--- src/rtl/ddr2_uart_cmd_ctrl.sv ---
// UART byte-frame command sequencer driving the DDR2 controller user port.
// Parses write/read frames, issues 4-word DDR2 bursts and streams read data to the UART TX.
module ddr2_uart_cmd_ctrl #(
   parameter int ADDR_WIDTH    = 26,
   parameter int DATA_WIDTH    = 32,
   parameter int PAYLOAD_WORDS = 4,
   parameter int TIMEOUT_CYC   = 1_000_000
) (
   input  logic                  sys_clk,
   input  logic                  sys_rst,
   input  logic [7:0]            rx_data,
   input  logic                  rx_valid,
   output logic [7:0]            tx_data,
   output logic                  tx_valid,
   input  logic                  tx_ready,
   input  logic                  init_end,
   output logic                  wr_req,
   input  logic                  wr_ack,
   output logic [ADDR_WIDTH-1:0] wr_addr,
   input  logic                  wr_data_en,
   output logic [DATA_WIDTH-1:0] wr_data,
   output logic                  rd_req,
   input  logic                  rd_ack,
   output logic [ADDR_WIDTH-1:0] rd_addr,
   input  logic                  rd_data_valid,
   input  logic [DATA_WIDTH-1:0] rd_data,
   output logic                  busy,
   output logic                  wr_done,
   output logic                  rd_done,
   output logic                  frame_err
);

   localparam int BPW   = DATA_WIDTH / 8;
   localparam int BYTES = PAYLOAD_WORDS * BPW;
   localparam int CW    = $clog2(BYTES);
   localparam int WIW   = (PAYLOAD_WORDS > 1) ? $clog2(PAYLOAD_WORDS) : 1;
   localparam int GW    = $clog2(TIMEOUT_CYC + 1);

   typedef enum logic [3:0] {
      S_CMD, S_ADDR, S_DATA, S_TERM, S_WAIT_INIT,
      S_WR_REQ, S_WR_DATA, S_RD_REQ, S_RD_DATA, S_TX
   } state_t;

   state_t                            state_q, state_d;
   logic                              op_wr_q, op_wr_d;
   logic [ADDR_WIDTH-1:0]             addr_q, addr_d;
   logic [PAYLOAD_WORDS*DATA_WIDTH-1:0] payload_q, payload_d;
   logic [CW-1:0]                     byte_cnt_q, byte_cnt_d;
   logic [WIW-1:0]                    word_idx_q, word_idx_d;
   logic [GW-1:0]                     gap_q, gap_d;
   logic                              frame_err_q, frame_err_d;
   logic                              wr_done_q, wr_done_d;
   logic                              rd_done_q, rd_done_d;
   logic                              gap_hit;
   logic                              in_frame;
   logic                              last_word;

   assign in_frame  = (state_q == S_ADDR) || (state_q == S_DATA) || (state_q == S_TERM);
   assign gap_hit   = (gap_q == GW'(TIMEOUT_CYC - 1));
   assign last_word = (word_idx_q == WIW'(PAYLOAD_WORDS - 1));

   always_comb begin
      state_d     = state_q;
      op_wr_d     = op_wr_q;
      addr_d      = addr_q;
      payload_d   = payload_q;
      byte_cnt_d  = byte_cnt_q;
      word_idx_d  = word_idx_q;
      gap_d       = '0;
      frame_err_d = 1'b0;
      wr_done_d   = 1'b0;
      rd_done_d   = 1'b0;

      if (in_frame && !rx_valid)
         gap_d = gap_q + GW'(1);

      case (state_q)
         S_CMD: begin
            if (rx_valid) begin
               if (rx_data == 8'h01 || rx_data == 8'h02) begin
                  op_wr_d    = (rx_data == 8'h01);
                  byte_cnt_d = '0;
                  state_d    = S_ADDR;
               end else begin
                  frame_err_d = 1'b1;
               end
            end
         end
         S_ADDR: begin
            if (rx_valid) begin
               // Only the low ADDR_WIDTH bits of the 32-bit big-endian address survive the shift.
               addr_d = {addr_q[ADDR_WIDTH-9:0], rx_data};
               if (byte_cnt_q == CW'(3)) begin
                  byte_cnt_d = '0;
                  state_d    = op_wr_q ? S_DATA : S_TERM;
               end else begin
                  byte_cnt_d = byte_cnt_q + CW'(1);
               end
            end else if (gap_hit) begin
               frame_err_d = 1'b1;
               byte_cnt_d  = '0;
               gap_d       = '0;
               state_d     = S_CMD;
            end
         end
         S_DATA: begin
            if (rx_valid) begin
               payload_d[8*int'(byte_cnt_q) +: 8] = rx_data;
               if (byte_cnt_q == CW'(BYTES - 1)) begin
                  byte_cnt_d = '0;
                  state_d    = S_TERM;
               end else begin
                  byte_cnt_d = byte_cnt_q + CW'(1);
               end
            end else if (gap_hit) begin
               frame_err_d = 1'b1;
               byte_cnt_d  = '0;
               gap_d       = '0;
               state_d     = S_CMD;
            end
         end
         S_TERM: begin
            if (rx_valid) begin
               if (rx_data == 8'hFF) begin
                  state_d = S_WAIT_INIT;
               end else begin
                  frame_err_d = 1'b1;
                  state_d     = S_CMD;
               end
            end else if (gap_hit) begin
               frame_err_d = 1'b1;
               gap_d       = '0;
               state_d     = S_CMD;
            end
         end
         S_WAIT_INIT: begin
            if (init_end)
               state_d = op_wr_q ? S_WR_REQ : S_RD_REQ;
         end
         S_WR_REQ: begin
            if (wr_ack) begin
               word_idx_d = '0;
               state_d    = S_WR_DATA;
            end
         end
         S_WR_DATA: begin
            if (wr_data_en) begin
               word_idx_d = last_word ? '0 : word_idx_q + WIW'(1);
               if (last_word) begin
                  wr_done_d = 1'b1;
                  state_d   = S_CMD;
               end
            end
         end
         S_RD_REQ: begin
            if (rd_ack) begin
               word_idx_d = '0;
               state_d    = S_RD_DATA;
            end
         end
         S_RD_DATA: begin
            if (rd_data_valid) begin
               payload_d[DATA_WIDTH*int'(word_idx_q) +: DATA_WIDTH] = rd_data;
               word_idx_d = last_word ? '0 : word_idx_q + WIW'(1);
               if (last_word) begin
                  byte_cnt_d = '0;
                  state_d    = S_TX;
               end
            end
         end
         S_TX: begin
            if (tx_ready) begin
               if (byte_cnt_q == CW'(BYTES - 1)) begin
                  byte_cnt_d = '0;
                  rd_done_d  = 1'b1;
                  state_d    = S_CMD;
               end else begin
                  byte_cnt_d = byte_cnt_q + CW'(1);
               end
            end
         end
         default: state_d = S_CMD;
      endcase

      // Bytes arriving while the DDR2 transfer is in flight are dropped.
      if (rx_valid && !in_frame && state_q != S_CMD)
         frame_err_d = 1'b1;
   end

   always_ff @(posedge sys_clk or posedge sys_rst) begin
      if (sys_rst) begin
         state_q     <= S_CMD;
         op_wr_q     <= 1'b0;
         addr_q      <= '0;
         payload_q   <= '0;
         byte_cnt_q  <= '0;
         word_idx_q  <= '0;
         gap_q       <= '0;
         frame_err_q <= 1'b0;
         wr_done_q   <= 1'b0;
         rd_done_q   <= 1'b0;
      end else begin
         state_q     <= state_d;
         op_wr_q     <= op_wr_d;
         addr_q      <= addr_d;
         payload_q   <= payload_d;
         byte_cnt_q  <= byte_cnt_d;
         word_idx_q  <= word_idx_d;
         gap_q       <= gap_d;
         frame_err_q <= frame_err_d;
         wr_done_q   <= wr_done_d;
         rd_done_q   <= rd_done_d;
      end
   end

   assign busy      = (state_q != S_CMD);
   assign tx_valid  = (state_q == S_TX);
   assign wr_req    = (state_q == S_WR_REQ);
   assign rd_req    = (state_q == S_RD_REQ);
   assign wr_addr   = addr_q;
   assign rd_addr   = addr_q;
   assign wr_data   = payload_q[DATA_WIDTH*int'(word_idx_q) +: DATA_WIDTH];
   assign tx_data   = payload_q[8*int'(byte_cnt_q) +: 8];
   assign frame_err = frame_err_q;
   assign wr_done   = wr_done_q;
   assign rd_done   = rd_done_q;

endmodule

--- config.mk ---
export PLATFORM = sky130hd
export DESIGN_NAME = ddr2_uart_cmd_ctrl
export DESIGN_NICKNAME = d
export VERILOG_FILES = /design/src/rtl/ddr2_uart_cmd_ctrl.sv
export SDC_FILE = /design/constraint.sdc
export NUM_CORES = 1
export LEC_CHECK = 0
export ABC_AREA = 1
export CAP_MARGIN = 25
export CELL_PAD_IN_SITES_DETAIL_PLACEMENT = 0
export CELL_PAD_IN_SITES_GLOBAL_PLACEMENT = 2
export CORE_MARGIN = 8
export CORE_UTILIZATION = 34
export DETAILED_ROUTE_END_ITERATION = 10
export GPL_ROUTABILITY_DRIVEN = 0
export HOLD_SLACK_MARGIN = 0.02
export PLACE_DENSITY_LB_ADDON = 0.3
export SYNTH_ARGS = -nofsm -noshare
export SYNTH_HDL_FRONTEND = slang
export SYNTH_SLANG_ARGS = --single-unit
--- constraint.sdc ---
create_clock -name sys_clk -period 22.5 [get_ports sys_clk]
set_input_delay 6.75 -clock sys_clk [delete_from_list [all_inputs] [get_ports sys_clk]]
set_output_delay 6.75 -clock sys_clk [all_outputs]
set_load 0.1 [all_outputs]
==> results of run 1 <==
## cells by family after synthesis
kind of cell,Yosys count,share of synthesized area
AND/OR/NAND/NOR,823,0.275
AO/OA/AOI/OAI,480,0.215
buffers and inverters,320,0.109
flip-flops,188,0.380
XOR/XNOR,12,0.00848
adder cells (fa/ha/maj),11,0.0111
multiplexers,2,0.00182
## layer usage
metal  part of all wire  track usage
met1               0.44        0.340
met2               0.46        0.401
met3              0.064       0.0423
met4              0.037       0.0944
met5                  0            0
## power breakdown
group	switching [mW]	internal, mW
clock	0.142	0.158
sequential	0.0768	0.410
combinational	1.16	0.311
## tightest hold or removal path, stage by stage (launching register included)
cell and delay, ps:
dfrtp_1 380, nand2_1 60, o21ai_0 60
## registers in the layout (all words and copies together), names as in the netlist, 2 cells and up
signal and flops:
byte_cnt_q 4, payload_q 128, state_q 4, word_idx_q 2
gap_q 20, rd_addr 26
## path summary, 6_finish.rpt
| kind | cells after the start | to | slack, ps |
|---|---|---|---|
| hold reg to reg | 2 | rd_addr[20]$_DFFE_PP0P_ | 530 |
| min in group asynchronous | 2 | rd_addr[19]$_DFFE_PP0P_ | 6860 |
| hold / removal | 2 | rd_addr[20]$_DFFE_PP0P_ | 530 |
| setup reg to reg | 9 | payload_q[122]$_DFFE_PP0P_ | 17600 |
| setup / recovery | 6 | wr_data[23] | 11200 |
| max in group asynchronous | 3 | word_idx_q[0]$_DFFE_PP0P_ | 14090 |
## cell type report
| cell class | count | area [µm²] | share of cell area |
|---|---|---|---|
| Clock buffer | 21 | 460 | 0.0315 |
| Clock inverter | 10 | 91.3 | 0.00625 |
| Inverter | 207 | 785 | 0.0537 |
| Multi-Input combinational cell | 1328 | 6350 | 0.435 |
| Sequential cell | 188 | 4710 | 0.322 |
| Tap cell | 468 | 586 | 0.0401 |
| Timing Repair Buffer | 164 | 1630 | 0.111 |
## layout by cell type (no fill, tap or decap), types with 4 or more instances in the layout
| cell type | synthesis | final |
|---|---|---|
| nand3_2 | 3 | 4 |
| a21oi_1 | 81 | 81 |
| nor3_1 | 11 | 11 |
| xnor2_1 | 4 | 4 |
| nand3_1 | 121 | 120 |
| nor2_2 | 5 | 5 |
| clkbuf_16 | 0 | 17 |
| dfrtp_1 | 188 | 186 |
| a21oi_4 | 8 | 8 |
| ha_1 | 11 | 11 |
| buf_4 | 32 | 15 |
| nand4_1 | 25 | 25 |
| inv_1 | 196 | 193 |
| o21ai_0 | 271 | 271 |
| xor2_1 | 8 | 8 |
| o22ai_1 | 86 | 86 |
| o21ai_1 | 16 | 16 |
| nor2_1 | 218 | 218 |
| clkdlybuf4s50_1 | 0 | 147 |
| o211ai_1 | 9 | 9 |
| a21oi_2 | 7 | 7 |
| nand2_1 | 427 | 427 |
| clkinv_2 | 0 | 4 |
| inv_2 | 9 | 10 |
## metrics by stage
| stage | power [mW] | util | cells |
|---|---|---|---|
| final | 2.25 | 0.403 | 2386 |
| after global routing | 2.35 | 0.403 | 2386 |
| after CTS | 2.26 | 0.403 | 2386 |
| after detailed placement | 1.95 | 0.388 | 2355 |
| after global placement | 1.94 | 0.386 | 2352 |
| after floorplan | 1.59 | - | 1836 |
==> flow_summary.toml, run 1 <==
[global_route]
grt_max_degree = 124
grt_pass1_vias = 12400
grtUsageTotal = 0.252
grt_pass1_wl_um = 80200
antenna_found_initial = 0
globalRoute.totalOverflow = 0

[clock_tree]
clock_sinks = 188
clockBufferDepth = 2
clk_latency_ps = 460
holdBufCountCts = 0
clk_pin_slew_ps = 80
h-tree-depth = 4
root_buffer = "clkbuf_16"
post_cts_buffers = 0
post_cts_resized = 0
cts_tree = "done"
cts_inserted_buffers = 17

[sta]
holdWs_ps = 528
clock-skew-final_ps = 13.9
rsz0062_at_grt = "false"
hold_viol_final = 0
max_freq_mhz = 88.5
period_needed_ps = 11300
post-route-period-util = 0.502
tightest_slew_ps = 1110
slew_headroom = 0.260
setup_viol = 0
fin_tns_setup_ps = 0
timing.final.ws_setup_ps = 11200
maxSlewViolCount = 0

[worst_setup_path]
cp.arrival_ps = 4550
reg2reg_from = "word_idx_q[1]$_DFFE_PP0P_"
max_stage_delay_ps = 1170
cp_num_buf_inv = 3
cp_top_family = "buffers and inverters"
cpMostUsedCell = "o21ai_0"
startpoint_type = "flip-flop"
critPathMaxFanout = 25
crit_required_ps = 15750
cp_cell_sequence = "clkinv_1, buf_4, a21oi_1, o21ai_0, o21ai_0, clkdlybuf4s50_1"
cpMaxStageDelayCell = "clkdlybuf4s50_1"
critPathCaptureType = "output pin"
crit_type = "reg2out"
crit_start = "word_idx_q[1]$_DFFE_PP0P_"

[route]
drt-initial-drc-count = 1240
drc_errors = 0
wire_per_inst_um = 22.4
drt-pass1-iter-count = 6
wl_um = 53600
vias = 13100
ant_nets = 0
vias_per_cell = 5.49

[floorplanning]
start_util = 0.342
fp.dieW_um = 207
io_pins = 148
die_area_um2 = 42800
fp-row-count = 70
core_um2 = 36300
die_h_um = 207

[power_and_ir_drop]
ir_worst_vdd_mv = 0.134
powerDensity_nw_per_um2 = 154
p_leak_nw = 6.47

[logic_synthesis]
synth.area.top_cells = "dfrtp_1 38%, nand2_1 13%, o21ai_0 11%"
netlist_top_cells_count = "427 x nand2_1, 271 x o21ai_0, 218 x nor2_1"
ys_dominant_reg_cell = "dfrtp_1"
yosysWarnings = 0
synth_seq_area_share = 0.380
syn_area_per_cell_um2 = 6.75
synth-edff-count = 0
ys_seq_elements = 188
synth_cell_type_count = 37
syn_inst = 1836
synth.most_common_cell = "nand2_1"
synth_top_area_cell = "dfrtp_1"
synth-async-reset-ratio = 1.00
synth_top_area_frac = 0.380
syn_nets = 1896
netlist_area_um2 = 12400

[place]
dpl_cell_area_um2 = 14100
hpwl_um = 39200
io_buffers = 147
pre_cts_slack_ps = 11810

[run_status]
outcome = "complete, no violations"

[worst_hold_path]
hold_path.class = "reg2reg"
hold_start = "rd_addr[20]$_DFFE_PP0P_"

[final_layout]
antenna_cells = 0
nets = 1966
drive_gt1_frac = 0.0495
syn_to_final_growth_pct = 17.8
fillCellCount = 3927
fin_area_um2 = 14600

[job]
cap_viol_max_count = 0
No activity file was read; power rests on OpenSTA's default activity.
==> run 2: changes to the inputs <==
--- a/config.mk
+++ b/config.mk
@@ -10,7 +10,7 @@
 export CELL_PAD_IN_SITES_DETAIL_PLACEMENT = 0
 export CELL_PAD_IN_SITES_GLOBAL_PLACEMENT = 2
 export CORE_MARGIN = 8
-export CORE_UTILIZATION = 34
+export CORE_UTILIZATION = 32
 export DETAILED_ROUTE_END_ITERATION = 10
 export GPL_ROUTABILITY_DRIVEN = 0
 export HOLD_SLACK_MARGIN = 0.02
==> constraint.sdc (replaced) <==
create_clock -name sys_clk -period 10.9 [get_ports sys_clk]
set_input_delay 3.27 -clock sys_clk [delete_from_list [all_inputs] [get_ports sys_clk]]
set_output_delay 3.27 -clock sys_clk [all_outputs]
set_load 0.1 [all_outputs]
==> run 2 against run 1 <==
Compared with the run above:
- clock skew decreased by 2.5 ps
- cell count rose by 2.2%
- non-clock buffer count did not move
- die area is 5.8% higher
- sequential share of layout area fell by 0.20 points
- global-route usage down 1.2 points
- worst hold slack got worse by 14 ps
- largest power group unchanged
- design area rose by 0.62%
- critical path depth unchanged
- setup slack lost 7500 ps
==> flow_summary.toml, run 2 (synthesis gave the netlist of run 1 again) <==
[route]
drt-pass1-iter-count = 6
ant_nets = 0
wire_per_inst_um = 22.2
vias = 13000
drt-initial-drc-count = 1445
vias_per_cell = 5.34
wl_um = 54200
drc_errors = 0

[worst_setup_path]
cp.arrival_ps = 3890
crit_start = "word_idx_q[1]$_DFFE_PP0P_"
cp.depth = 6
cp_num_buf_inv = 3
critical_path.endpoint = "wr_data[23]"
reg2reg_slack_ps = 6650
cpMaxStageDelayCell = "clkdlybuf4s50_1"
cp_top_family = "buffers and inverters"
r2r_end = "payload_q[112]$_DFFE_PP0P_"
crit_type = "reg2out"
ff2ff_path_depth = 10
startpoint_type = "flip-flop"
reg2reg_from = "word_idx_q[1]$_DFFE_PP0P_"
crit_required_ps = 7630
critPathCaptureType = "output pin"
cp_cell_sequence = "clkinv_1, buf_4, a21oi_1, o21ai_0, o21ai_0, clkdlybuf4s50_1"
max_stage_delay_ps = 1160
critPathMaxFanout = 34
cpMostUsedCell = "o21ai_0"

[global_route]
grt_pass1_vias = 12500
globalRoute.totalOverflow = 0
antenna_found_initial = 1
grtUsageTotal = 0.240
grt_max_degree = 116
grt_pass1_wl_um = 81600

[sta]
maxSlewViolCount = 0
period_needed_ps = 7160
clock-skew-final_ps = 11.4
setup_viol = 0
hold_viol_final = 0
post-route-period-util = 0.657
max_freq_mhz = 140
rsz0062_at_grt = "false"
tightest_slew_ps = 1100
fin_tns_setup_ps = 0
slew_headroom = 0.268
timing.final.ws_setup_ps = 3740

[floorplanning]
io_pins = 148
die_area_um2 = 45300
fp.dieW_um = 213
core_um2 = 38500
die_h_um = 213
fp-row-count = 72
start_util = 0.322

[clock_tree]
holdBufCountCts = 0
root_buffer = "clkbuf_16"
cts_inserted_buffers = 17
clk_pin_slew_ps = 80
post_cts_buffers = 0
post_cts_resized = 0
clock_sinks = 188
clk_latency_ps = 460
h-tree-depth = 4
cts_tree = "done"
clockBufferDepth = 2

[run_status]
outcome = "complete, no violations"

[place]
place_inst = 2404
dpl_cell_area_um2 = 14100
io_buffers = 147
hpwl_um = 39700
pre_cts_slack_ps = 4310

[final_layout]
largest-register = "payload_q"
drive_gt1_frac = 0.0505
layout_commonest_cell = "nand2_1"
post-route-util = 0.382
final_cells = 2438
multi_input_area_um2 = 6350
final_cell_mix = "427 x nand2_1, 271 x o21ai_0, 218 x nor2_1, 193 x inv_1, 186 x dfrtp_1"
syn_to_final_growth_pct = 18.5
fin_area_um2 = 14700
nets = 1966
largest_reg_flops = 128
fillCellCount = 4155
seq_area_um2 = 4710

[power_and_ir_drop]
ir_worst_vdd_mv = 0.294
p_leak_nw = 6.48
powerDensity_nw_per_um2 = 319

[worst_hold_path]
hold_path.class = "reg2reg"

[job]
cap_viol_max_count = 0
[run 2: worst min-delay path by stage]
stage                                    from                         to  slack (ps)  depth (start not counted)
finish                rd_addr[20]$_DFFE_PP0P_    rd_addr[20]$_DFFE_PP0P_         510                          2
global route         payload_q[4]$_DFFE_PP0P_   payload_q[4]$_DFFE_PP0P_         550                          2
CTS                   rd_addr[20]$_DFFE_PP0P_    rd_addr[20]$_DFFE_PP0P_         520                          2
detailed placement    rd_addr[20]$_DFFE_PP0P_    rd_addr[20]$_DFFE_PP0P_         510                          2
global placement      rd_addr[20]$_DFFE_PP0P_    rd_addr[20]$_DFFE_PP0P_         490                          2
floorplan           payload_q[56]$_DFFE_PP0P_  payload_q[56]$_DFFE_PP0P_         450                          2
[run 2: stage by stage]
stage          power (mW)  hold slack (ps)
4_1_cts              4.69              525
3_3_place_gp         4.03              492
5_1_grt              4.91              552
6_report             4.69              514
2_1_floorplan        3.28              453
3_5_place_dp         4.03              507
[run 2: cell type report]
class	instances	share of cell area
timing repair buffer	164	0.110
clock buffer	19	0.0301
clock inverter	13	0.00962
sequential	188	0.320
inverter	207	0.0534
antenna	1	0.000170
multi-input combinational	1328	0.432
tap	518	0.0441
[run 2: per-layer routing]
metal	up-vias	GRT usage	wire, µm	part of all wire
met5	-	0	0	0
met4	0	0.0771	1380	0.026
met3	77	0.0429	3790	0.070
met2	506	0.382	24900	0.46
met1	6271	0.328	24100	0.44
li1	6173	-	-	-
[run 2: tightest hold or removal path, delay by kind of cell (launching register included)]
family / cells / cell delay, ps
AOI/OAI and AO/OA: 1 / 60
and+or+nand+nor: 1 / 50
DFF: 1 / 370
[run 2: power breakdown]
group / total [mW] / leakage (nW) / internal (mW) / switching, mW
Combinational: 3.04 / 3.86 / 0.639 / 2.40
Clock: 0.653 / 0.285 / 0.346 / 0.307
Sequential: 1.00 / 2.33 / 0.846 / 0.154
==> run 3: changes to the inputs <==
==> constraint.sdc (replaced) <==
create_clock -name sys_clk -period 7.4 [get_ports sys_clk]
set_input_delay 2.22 -clock sys_clk [delete_from_list [all_inputs] [get_ports sys_clk]]
set_output_delay 2.22 -clock sys_clk [all_outputs]
set_load 0.1 [all_outputs]
==> run 3 against run 2 <==
Compared with the run above:
- non-clock buffer count shrank 1
- largest power group unchanged
- largest cell class unchanged
- global-route usage is essentially flat
- design area shrank 0.24%
- register-to-register slack lost 4500 ps
- critical path depth is the same
==> flow_summary.toml, run 3 (synthesis gave the netlist of run 1 again) <==
[clock_tree]
h-tree-depth = 4
clk_latency_ps = 460
clockBufferDepth = 2
post_cts_buffers = 0
cts_inserted_buffers = 17
holdBufCountCts = 0
post_cts_resized = 0
root_buffer = "clkbuf_16"
cts_tree = "done"
clock_sinks = 188
clk_pin_slew_ps = 70

[floorplanning]
fp-row-count = 72
die_h_um = 213
die_area_um2 = 45300
core_um2 = 38500
io_pins = 148
start_util = 0.322
fp.dieW_um = 213

[route]
drc_errors = 0
drt-initial-drc-count = 1315
drt-pass1-iter-count = 6
wl_um = 54400
wire_per_inst_um = 22.3
vias = 12900
vias_per_cell = 5.30
ant_nets = 0

[worst_setup_path]
reg2reg_from = "byte_cnt_q[0]$_DFFE_PP0P_"
crit_start = "word_idx_q[1]$_DFFE_PP0P_"
max_stage_delay_ps = 1190
cp.arrival_ps = 3790
critPathCaptureType = "output pin"
crit_required_ps = 5180
crit_type = "reg2out"
critPathMaxFanout = 32
cpMaxStageDelayCell = "clkdlybuf4s50_1"
cpMostUsedCell = "o21ai_0"
startpoint_type = "flip-flop"
cp_cell_sequence = "buf_4, clkinv_1, a21oi_1, o21ai_0, o21ai_0, clkdlybuf4s50_1"

[power_and_ir_drop]
seq_power_share = 0.208
powerDensity_nw_per_um2 = 472
p_switching_mw = 4.21
clkPwrFrac = 0.137
ir_worst_vdd_mv = 0.423
p_int_mw = 2.70
p_leak_nw = 6.46
switching_share = 0.609
comb_power_share = 0.654

[sta]
rsz0062_at_grt = "false"
maxSlewViolCount = 0
tightest_slew_ps = 1140
fin_tns_setup_ps = 0
clock-skew-final_ps = 11.5
setup_viol = 0
post-route-period-util = 0.813
slew_headroom = 0.240
max_freq_mhz = 166
hold_viol_final = 0
period_needed_ps = 6010
timing.final.ws_setup_ps = 1390

[final_layout]
multi_input_area_um2 = 6350
nets = 1965
drive_gt1_frac = 0.0496
seq_area_um2 = 4710
final_cell_mix = "426 x nand2_1, 271 x o21ai_0, 218 x nor2_1, 193 x inv_1, 186 x dfrtp_1"
syn_to_final_growth_pct = 18.3
antenna_cells = 0
layout_commonest_cell = "nand2_1"
fillCellCount = 4189
largest_reg_flops = 128
largest-register = "payload_q"

[job]
cap_viol_max_count = 0

[global_route]
grt_pass1_wl_um = 81200
antenna_found_initial = 0
grt_pass1_vias = 12700
grt_max_degree = 99
globalRoute.totalOverflow = 0
grtUsageTotal = 0.240

[worst_hold_path]
hold_path.class = "reg2reg"
hold_start = "payload_q[57]$_DFFE_PP0P_"

[place]
hpwl_um = 40100
io_buffers = 147
pre_cts_slack_ps = 1810

[run_status]
outcome = "complete, no violations"
[run 3: layout make-up]
type,instances,area share
multi-input combinational,1328,0.433
inverter,207,0.0535
timing repair buffer,163,0.109
sequential,188,0.321
tap,518,0.0442
clock buffer,21,0.0314
clock inverter,10,0.00794
[run 3: power by group through the flow]
stage               sequential [mW]  combinational (mW)  clock, mW
CTS                            1.44                4.52      0.968
finish                         1.44                4.52      0.949
detailed placement             1.46                4.51          0
global route                   1.47                4.75       1.01
floorplan                      1.91                2.93          0
global placement               1.46                4.51          0
[run 3: worst max-delay path: cells and delay by family (launching register included)]
| kind | cells | cell delay (ps) |
|---|---|---|
| flip-flops | 1 | 330 |
| buffers and inverters | 3 | 2340 |
| AO/OA/AOI/OAI | 3 | 590 |
[run 3: worst paths after layout]
| check | end | cells past startpoint | slack [ps] |
|---|---|---|---|
| setup reg to reg | payload_q[62]$_DFFE_PP0P_ | 13 | 2200 |
| hold reg to reg | payload_q[57]$_DFFE_PP0P_ | 2 | 500 |
| setup / recovery | wr_data[22] | 6 | 1390 |
| hold / removal | payload_q[57]$_DFFE_PP0P_ | 2 | 500 |
| min in group asynchronous | rd_addr[21]$_DFFE_PP0P_ | 2 | 2280 |
| max in group asynchronous | payload_q[41]$_DFFE_PP0P_ | 3 | 3960 |
[run 3: per-stage QoR]
stage          area, µm²  total power, mW  cells  hold WS, ps  utilization
4_1_cts            14700             6.93   2435          508        0.381
2_1_floorplan      12400             4.83   1836          453            -
3_3_place_gp       14100             5.97   2404          495        0.366
3_5_place_dp       14100             5.97   2404          490        0.366
5_1_grt            14700             7.23   2435          541        0.381
6_report           14700             6.91   2435          504        0.381
[run 3: routing by layer]
| metal | share of wire | up-vias | GRT usage |
|---|---|---|---|
| li1 | - | 6161 | - |
| met1 | 0.44 | 6154 | 0.316 |
| met2 | 0.45 | 493 | 0.383 |
| met3 | 0.069 | 99 | 0.0412 |
| met4 | 0.038 | 0 | 0.106 |
| met5 | 0 | - | 0 |
